`src/rtl/jzjpcc_immediate_pipe.sv`:
```
// Decode-to-execute immediate stage.
//
// Forms the RISC-V immediate (I/S/B/U/J, optionally CSR zimm) for XLEN 32 or 64,
// precomputes pc+immB and pc+immJ, and registers the result in a 2-entry skid
// buffer (head drives out_*, skid absorbs one extra beat while head is stalled).
//
// Ports:
//   clock            core clock, rising edge
//   reset_n          asynchronous active-low reset
//   in_valid/in_ready  upstream handshake; in_ready = !skid_valid (registered)
//   instruction      instruction bits [31:2]
//   pc               PC of the instruction
//   flush            synchronous squash of both entries, drops any input
//   out_valid/out_ready  downstream handshake on the head entry
//   out_immediate    selected sign/zero-extended immediate
//   out_immType      0 NONE, 1 I, 2 S, 3 B, 4 U, 5 J, 6 ZIMM
//   out_branchTarget pc + immB (mod 2^XLEN)
//   out_jumpTarget   pc + immJ (mod 2^XLEN)
//   out_illegal      opcode not in the supported set
//
// Build option:
//   JZJPCC_CSR_ZIMM_EN  when defined, SYSTEM with instruction[14]=1 yields the
//                       zero-extended zimm (instruction[19:15]) as type 6.

module jzjpcc_immediate_pipe #(
  parameter int unsigned XLEN = 32
) (
  input  logic            clock,
  input  logic            reset_n,
  input  logic            in_valid,
  output logic            in_ready,
  input  logic [31:2]     instruction,
  input  logic [XLEN-1:0] pc,
  input  logic            flush,
  output logic            out_valid,
  input  logic            out_ready,
  output logic [XLEN-1:0] out_immediate,
  output logic [2:0]      out_immType,
  output logic [XLEN-1:0] out_branchTarget,
  output logic [XLEN-1:0] out_jumpTarget,
  output logic            out_illegal
);

  localparam logic [2:0] ImmNone = 3'd0;
  localparam logic [2:0] ImmI    = 3'd1;
  localparam logic [2:0] ImmS    = 3'd2;
  localparam logic [2:0] ImmB    = 3'd3;
  localparam logic [2:0] ImmU    = 3'd4;
  localparam logic [2:0] ImmJ    = 3'd5;
  localparam logic [2:0] ImmZimm = 3'd6;

  localparam logic [4:0] OpLoad    = 5'b00000;
  localparam logic [4:0] OpMiscMem = 5'b00011;
  localparam logic [4:0] OpOpImm   = 5'b00100;
  localparam logic [4:0] OpAuipc   = 5'b00101;
  localparam logic [4:0] OpStore   = 5'b01000;
  localparam logic [4:0] OpOp      = 5'b01100;
  localparam logic [4:0] OpLui     = 5'b01101;
  localparam logic [4:0] OpBranch  = 5'b11000;
  localparam logic [4:0] OpJalr    = 5'b11001;
  localparam logic [4:0] OpJal     = 5'b11011;
  localparam logic [4:0] OpSystem  = 5'b11100;

  typedef struct packed {
    logic [XLEN-1:0] imm;
    logic [2:0]      imm_type;
    logic [XLEN-1:0] br_target;
    logic [XLEN-1:0] jmp_target;
    logic            illegal;
  } payload_t;

  // ---------------------------------------------------------------------------
  // Decode
  // ---------------------------------------------------------------------------
  logic [4:0]  opcode;
  logic [31:0] imm_i, imm_s, imm_b, imm_u, imm_j;
  logic [2:0]  dec_type;
  logic        dec_illegal;
  logic [31:0] dec_imm32;
  payload_t    dec;

  assign opcode = instruction[6:2];

  assign imm_i = {{20{instruction[31]}}, instruction[31:20]};
  assign imm_s = {{20{instruction[31]}}, instruction[31:25], instruction[11:7]};
  assign imm_b = {{19{instruction[31]}}, instruction[31], instruction[7],
                  instruction[30:25], instruction[11:8], 1'b0};
  assign imm_u = {instruction[31:12], 12'b0};
  assign imm_j = {{11{instruction[31]}}, instruction[31], instruction[19:12],
                  instruction[20], instruction[30:21], 1'b0};

  always_comb begin
    dec_type    = ImmNone;
    dec_illegal = 1'b0;
    case (opcode)
      OpLoad, OpOpImm, OpJalr, OpMiscMem: dec_type = ImmI;
      OpSystem: begin
        dec_type = ImmI;
`ifdef JZJPCC_CSR_ZIMM_EN
        // CSRR*I variants carry a 5-bit unsigned operand in the rs1 field.
        if (instruction[14]) dec_type = ImmZimm;
`endif
      end
      OpStore:        dec_type = ImmS;
      OpBranch:       dec_type = ImmB;
      OpLui, OpAuipc: dec_type = ImmU;
      OpJal:          dec_type = ImmJ;
      OpOp:           dec_type = ImmNone;
      default:        dec_illegal = 1'b1;
    endcase
  end

  always_comb begin
    dec_imm32 = '0;
    case (dec_type)
      ImmI:    dec_imm32 = imm_i;
      ImmS:    dec_imm32 = imm_s;
      ImmB:    dec_imm32 = imm_b;
      ImmU:    dec_imm32 = imm_u;
      ImmJ:    dec_imm32 = imm_j;
      ImmZimm: dec_imm32 = {27'b0, instruction[19:15]};
      default: dec_imm32 = '0;
    endcase
  end

  // All 32-bit forms sign-extend from bit 31; zimm has bit 31 clear so the same
  // extension yields its zero-extension.
  always_comb begin
    dec.imm        = XLEN'($signed(dec_imm32));
    dec.imm_type   = dec_type;
    dec.br_target  = pc + XLEN'($signed(imm_b));
    dec.jmp_target = pc + XLEN'($signed(imm_j));
    dec.illegal    = dec_illegal;
  end

  // ---------------------------------------------------------------------------
  // Two-entry skid buffer
  // ---------------------------------------------------------------------------
  payload_t head_q, head_d, skid_q, skid_d;
  logic     head_valid_q, head_valid_d;
  logic     skid_valid_q, skid_valid_d;
  logic     accept;

  assign in_ready = ~skid_valid_q;
  assign accept   = in_valid & in_ready;

  always_comb begin
    head_d       = head_q;
    skid_d       = skid_q;
    head_valid_d = head_valid_q;
    skid_valid_d = skid_valid_q;
    if (flush) begin
      // Payload is left untouched; only the valid bits are cleared.
      head_valid_d = 1'b0;
      skid_valid_d = 1'b0;
    end else if (skid_valid_q) begin
      // in_ready is low, so nothing can be accepted; only the skid can advance.
      if (out_ready) begin
        head_d       = skid_q;
        skid_valid_d = 1'b0;
      end
    end else if (!head_valid_q || out_ready) begin
      head_valid_d = accept;
      if (accept) head_d = dec;
    end else if (accept) begin
      skid_d       = dec;
      skid_valid_d = 1'b1;
    end
  end

  always_ff @(posedge clock or negedge reset_n) begin
    if (!reset_n) begin
      head_q       <= '0;
      skid_q       <= '0;
      head_valid_q <= 1'b0;
      skid_valid_q <= 1'b0;
    end else begin
      head_q       <= head_d;
      skid_q       <= skid_d;
      head_valid_q <= head_valid_d;
      skid_valid_q <= skid_valid_d;
    end
  end

  assign out_valid        = head_valid_q;
  assign out_immediate    = head_q.imm;
  assign out_immType      = head_q.imm_type;
  assign out_branchTarget = head_q.br_target;
  assign out_jumpTarget   = head_q.jmp_target;
  assign out_illegal      = head_q.illegal;

  // The skid only ever fills behind a stalled head.
  skid_implies_head: assert property (@(posedge clock) disable iff (!reset_n)
    skid_valid_q |-> head_valid_q);

endmodule
```
`config.mk`:
```
export PLATFORM = sky130hd
export DESIGN_NAME = jzjpcc_immediate_pipe
export DESIGN_NICKNAME = d
export VERILOG_FILES = /design/src/rtl/jzjpcc_immediate_pipe.sv
export SDC_FILE = /design/constraint.sdc
export NUM_CORES = 1
export LEC_CHECK = 0
export BUFFER_PORTS_ARGS = -buffer_cell sky130_fd_sc_hd__clkbuf_2
export CORE_MARGIN = 4
export CORE_UTILIZATION = 35
export DETAILED_ROUTE_END_ITERATION = 8
export GPL_TIMING_DRIVEN = 0
export PLACE_DENSITY_LB_ADDON = 0.2
export SKIP_CTS_REPAIR_TIMING = 1
export SLEW_MARGIN = 15
export SYNTH_ARGS = -nofsm -noshare
export SYNTH_HDL_FRONTEND = slang
export SYNTH_SLANG_ARGS = --single-unit
```
`constraint.sdc`:
```
create_clock -name clock -period 1.8 [get_ports clock]
set_input_delay 0.36 -clock clock [delete_from_list [all_inputs] [get_ports clock]]
set_output_delay 0.36 -clock clock [all_outputs]
set_load 0.01 [all_outputs]
```
After elaboration in Yosys (flattened, before gate mapping)
Cells that the tools add are included.

Register bits: 202. Output and inout bits: 102. Logic and storage cells: 63.

$add $sub $neg: 2. Equal/unequal tests: 18. Multiplexer cells: 15. Bitwise operators: 4. Reduce and logical (&&, ||, !) cells: 12.

Operator list (count): $mux 100 (4); $pmux 32 s6 (1); $add 32x32->32 (2); $eq 5x5->1 const B (4); $eq 5x4->1 const B (3); $pmux 3 s5 (1); $reduce_or 11->1 (1); $eq 5x3->1 const B (2); $eq 3x3->1 const B (3); $mux 1 (9); $reduce_and 4->1 (2); $eq 3x2->1 const B (2); $reduce_bool 2->1 (3); $eq 5x2->1 const B (1); $logic_not 5->1 (1); $reduce_or 5->1 (1); $ne 2x2->1 const B (2); $eq 3x1->1 const B (1); $not 1->1 (3); $reduce_and 2->1 (1); $reduce_or 2->1 (1); $and 1x1->1 (1); $logic_not 1->1 (1); $logic_or 1x1->1 (1).

Longest topological paths before layout
Depth after elaboration: 8. Mapped depth: 12.

Worst setup path before layout
No wires, ideal clock.

Path type: input port to flip-flop. Start: input port instruction[21] in the netlist's numbering. End: register head_q, in the netlist out_jumpTarget[31]. Setup time: 0.137 ns. Arrival time: 2.399 ns. Data required time: 1.663 ns. Setup slack: -0.735 ns. Cell stages on the path: 12. Cell sequence: ha_1 -> inv_1 -> fa_1 -> nor2b_1 -> o211ai_1 -> a31oi_2 -> o211ai_2 -> o21ai_1 -> a41oi_1 -> o21ai_1 -> xnor2_1 -> o22ai_1.

Longest elaborated chain between the ends: 4.

RTL lines: start: declaration (line 32) `input logic [31:2] instruction,`; $add 32x32->32 (line 132) `dec.jmp_target = pc + XLEN'($signed(imm_j));`; $mux 100 (line 164) `if (accept) head_d = dec;`; $mux 100 (line 162) `end else if (!head_valid_q || out_ready) begin`; $mux 100 (line 156) `end else if (skid_valid_q) begin`; end signal: assignment (line 173) `head_q <= '0;`; end signal: assignment (line 178) `head_q <= head_d;`; end: declaration (line 139) `payload_t head_q, head_d, skid_q, skid_d;`.

Every way passes these cells. The select of a mux whose other input is x is not followed. A chain may end at the register's enable or synchronous reset.

Final worst setup path
Start: input port pc[1]. End: register skid_q[30] in the netlist's numbering.

Longest elaborated chain between the ends: 1.

RTL lines: start: declaration (line 33) `input logic [XLEN-1:0] pc,`; $add 32x32->32 (line 132); end signal: assignment (line 179) `skid_q <= skid_d;`; end: declaration (line 139).

Every way passes these cells.

==> out/metrics.yaml <==
route:
  wl_um: 39700
  final_antenna_net_count: 0
  drt_iter0_drc: 904
  drcViolationCount: 0
  post_drt_wl_per_cell_um: 20.6
  first_pass_iters: 5
  via_per_inst: 5.37
  vias: 10300
synthesis:
  synth_top_family_by_area: "compound AO/OA/AOI/OAI gates"
  synth_warnings: 0
  synth_edf_count: 0
  synth.distinct_cells: 69
  avgSynthCellArea_um2: 8.92
  netlist_area_um2: 11100
  synth_flop_cell: "dfrtp_1"
  synth_adder_area_share: 0.0519
  synth-simple-area-share: 0.143
  synth_xor_area_frac: 0.0469
  ys_ff_latch: 200
  syn-instance-count: 1249
  mappedNetlistNets: 1361
  synth-compound-area-share: 0.232
  seq_area_frac_synth: 0.449
  ys_async_sr_fraction: 1.00
  synth_mux_area_frac: 0.0399
cts:
  numCtsBuffers: 17
  clockRootBuffer: "clkbuf_16"
  clkSinkCount: 200
  clkTransAtPathRegs_ps: 90
  clockBufferDepth: 2
  cts_tree: "done"
  htree_levels: 4
  clkLatencyLatePin_ps: 440
worst_hold_path:
  hold_start: "flush"
  hold_class: "primary input to register"
  whs_endpoint: "out_valid"
  min_path_cells: 2
timing:
  finalCritPeriodShare: 1.36
  tightest_slew_ps: 713
  setup_viol: 88
  max_freq_mhz: 408
  hold_viol: 0
  max_slew_margin: 0.525
  layout_setup_ws_ps: -653
  tns_ps: -28880
  maxSlewViolCount: 0
  rsz0062_at_grt: "true"
  skew_ps: 12.5
  min_period_ps: 2450
floorplan:
  die_h_um: 186
  rows: 65
  die_w_um: 186
  ios: 169
  start_util: 0.354
  coreArea_um2: 31500
  die_area_um2: 34700
critical_path:
  rr_startpoint: "skid_valid_q"
  r2r-end: "skid_q[52]"
  critPathCaptureType: "register"
  path_max_fanout: 4
  ff2ff_path_depth: 6
  arrival_ps: 2790
  path_buf_inv: 4
  critical_path.slowest_cell: "fa_2"
  worst_setup_path_start_kind: "primary input"
  critPathMaxStageDelay_ps: 390
  r2r_setup_slack_ps: 0
  crit_family: "compound AO/OA/AOI/OAI gates"
  path_class: "primary input to register"
  crit_chain: "buf_8, ha_4, inv_2, fa_2, nor2b_2, o211ai_1, a31oi_4, buf_6, o2111ai_4, a21oi_2, buf_6, a21oi_2, xnor2_2, mux2_2"
  critPathRequiredTime_ps: 2140
status:
  violations: "setup timing"
  status: "finished, violations left"
power_and_ir_drop:
  irDropWorstVdd_v: 0.000709
  power_w: 0.0149
  swShare: 0.359
  intPower_w: 0.00954
  power_density_nw_per_um2: 960
  clockPowerShare: 0.274
  leakage_nw: 7.07
  comb_power_share: 0.317
  p_seq_frac: 0.408
  power.switching_w: 0.00533
global_route:
  grt_pass1_vias: 9757
  grt_pass1_wl_um: 59100
  grt_overflow: 0
  antenna_found_initial: 1
  grt_util_all_layers: 0.217
  grt_max_degree: 90
placement:
  io_buffers: 167
  place.gp.congestion: 0.869
  placed_cells: 1820
  dp_hpwl_um: 29200
layout:
  final_cell_mix: "200 x dfrtp_1, 190 x nand2_1, 170 x clkbuf_2, 103 x a21oi_1, 103 x o21ai_0"
  antenna_cells: 0
  syn_to_final_growth_pct: 39.0
  nets: 1618
  finalNonFillerCells: 1921
  drive_above_1_share: 0.369
  layout_commonest_cell: "dfrtp_1"
job:
  maxCapViolCount: 0
## flip-flops by register name (all words and copies together), names as in the netlist
register,count
skid_valid_q,1
out_branchTarget,32
out_immType,3
out_illegal,1
out_jumpTarget,31
out_valid,1
skid_q,99
out_immediate,32
## how the worst max path moves through the flow
stage | startpoint | endpoint | slack, ps | cells after the start
final | pc[1] | skid_q[30] | -650 | 14
after global routing | pc[1] | skid_q[30] | -740 | 14
after CTS | skid_valid_q | in_ready | -1060 | 4
after detailed placement | instruction[31] | skid_q[58] | -1500 | 11
after global placement | reset_n | out_jumpTarget[28] | -3750 | 1
after floorplan | instruction[8] | out_branchTarget[23] | -670 | 12
## cell type report
cell class,instances,area (um^2)
fillers,2970,16000
multi-input cells,948,7070
flip-flops and latches,200,5000
repair buffers,246,1750
well taps,402,503
plain buffers,74,468
clock buffers,17,425
clock inverters,15,199
inverters,19,71.3
## cell families after synthesis
logic type      Yosys count
compound gates          430
xor+xnor                 58
mux                      41
flops                   200
fa+ha+maj                45
buf+inv                 101
simple gates            374
## worst register-to-register path: cells and delay by family, from the launching register on
family / cells / cell delay (ps)
buf+inv: 4 / 800
flops: 1 / 420
mux: 1 / 400
simple gates: 1 / 70
## layer usage
layer	global-route usage	share of wire	up-vias	routed length, um
met2	0.348	0.47	300	18500
met1	0.313	0.46	5080	18300
met5	0	0	-	0
met4	0.0415	0.016	0	640
li1	-	-	4901	-
met3	0.0376	0.055	37	2180
## power by group through the flow
stage | Sequential [W] | Clock (W) | Combinational (W)
global route | 0.00621 | 0.00433 | 0.00515
detailed placement | 0.00615 | 0 | 0.00381
global placement | 0.00612 | 0 | 0.00375
floorplan | 0.00621 | 0 | 0.00218
CTS | 0.00606 | 0.00414 | 0.00383
finish | 0.00607 | 0.00408 | 0.00472
## through the flow
| stage | utilization | area [um^2] | setup slack (ps) | hold WS, ps |
|---|---|---|---|---|
| floorplan | - | 11400 | -673 | 64.4 |
| global placement | 0.405 | 12700 | -3750 | 458 |
| detailed placement | 0.407 | 12800 | -1500 | 343 |
| CTS | 0.427 | 13400 | -1060 | -137 |
| global route | 0.492 | 15500 | -738 | 105 |
| finish | 0.492 | 15500 | -653 | 112 |
## cell usage after synthesis (17+ instances only)
library cell / count / area share
a21oi_1: 141 / 0.063
mux2_2: 27 / 0.027
nand2_1: 197 / 0.066
inv_1: 18 / 0.0061
nor2_1: 101 / 0.034
xnor2_1: 38 / 0.030
clkbuf_1: 64 / 0.022
o21ai_0: 143 / 0.064
dfrtp_1: 200 / 0.45
o21ai_1: 35 / 0.016
a21o_1: 17 / 0.011
and3_1: 20 / 0.011
xor2_1: 18 / 0.014
ha_1: 43 / 0.048
(Power assumes the default switching activity.)
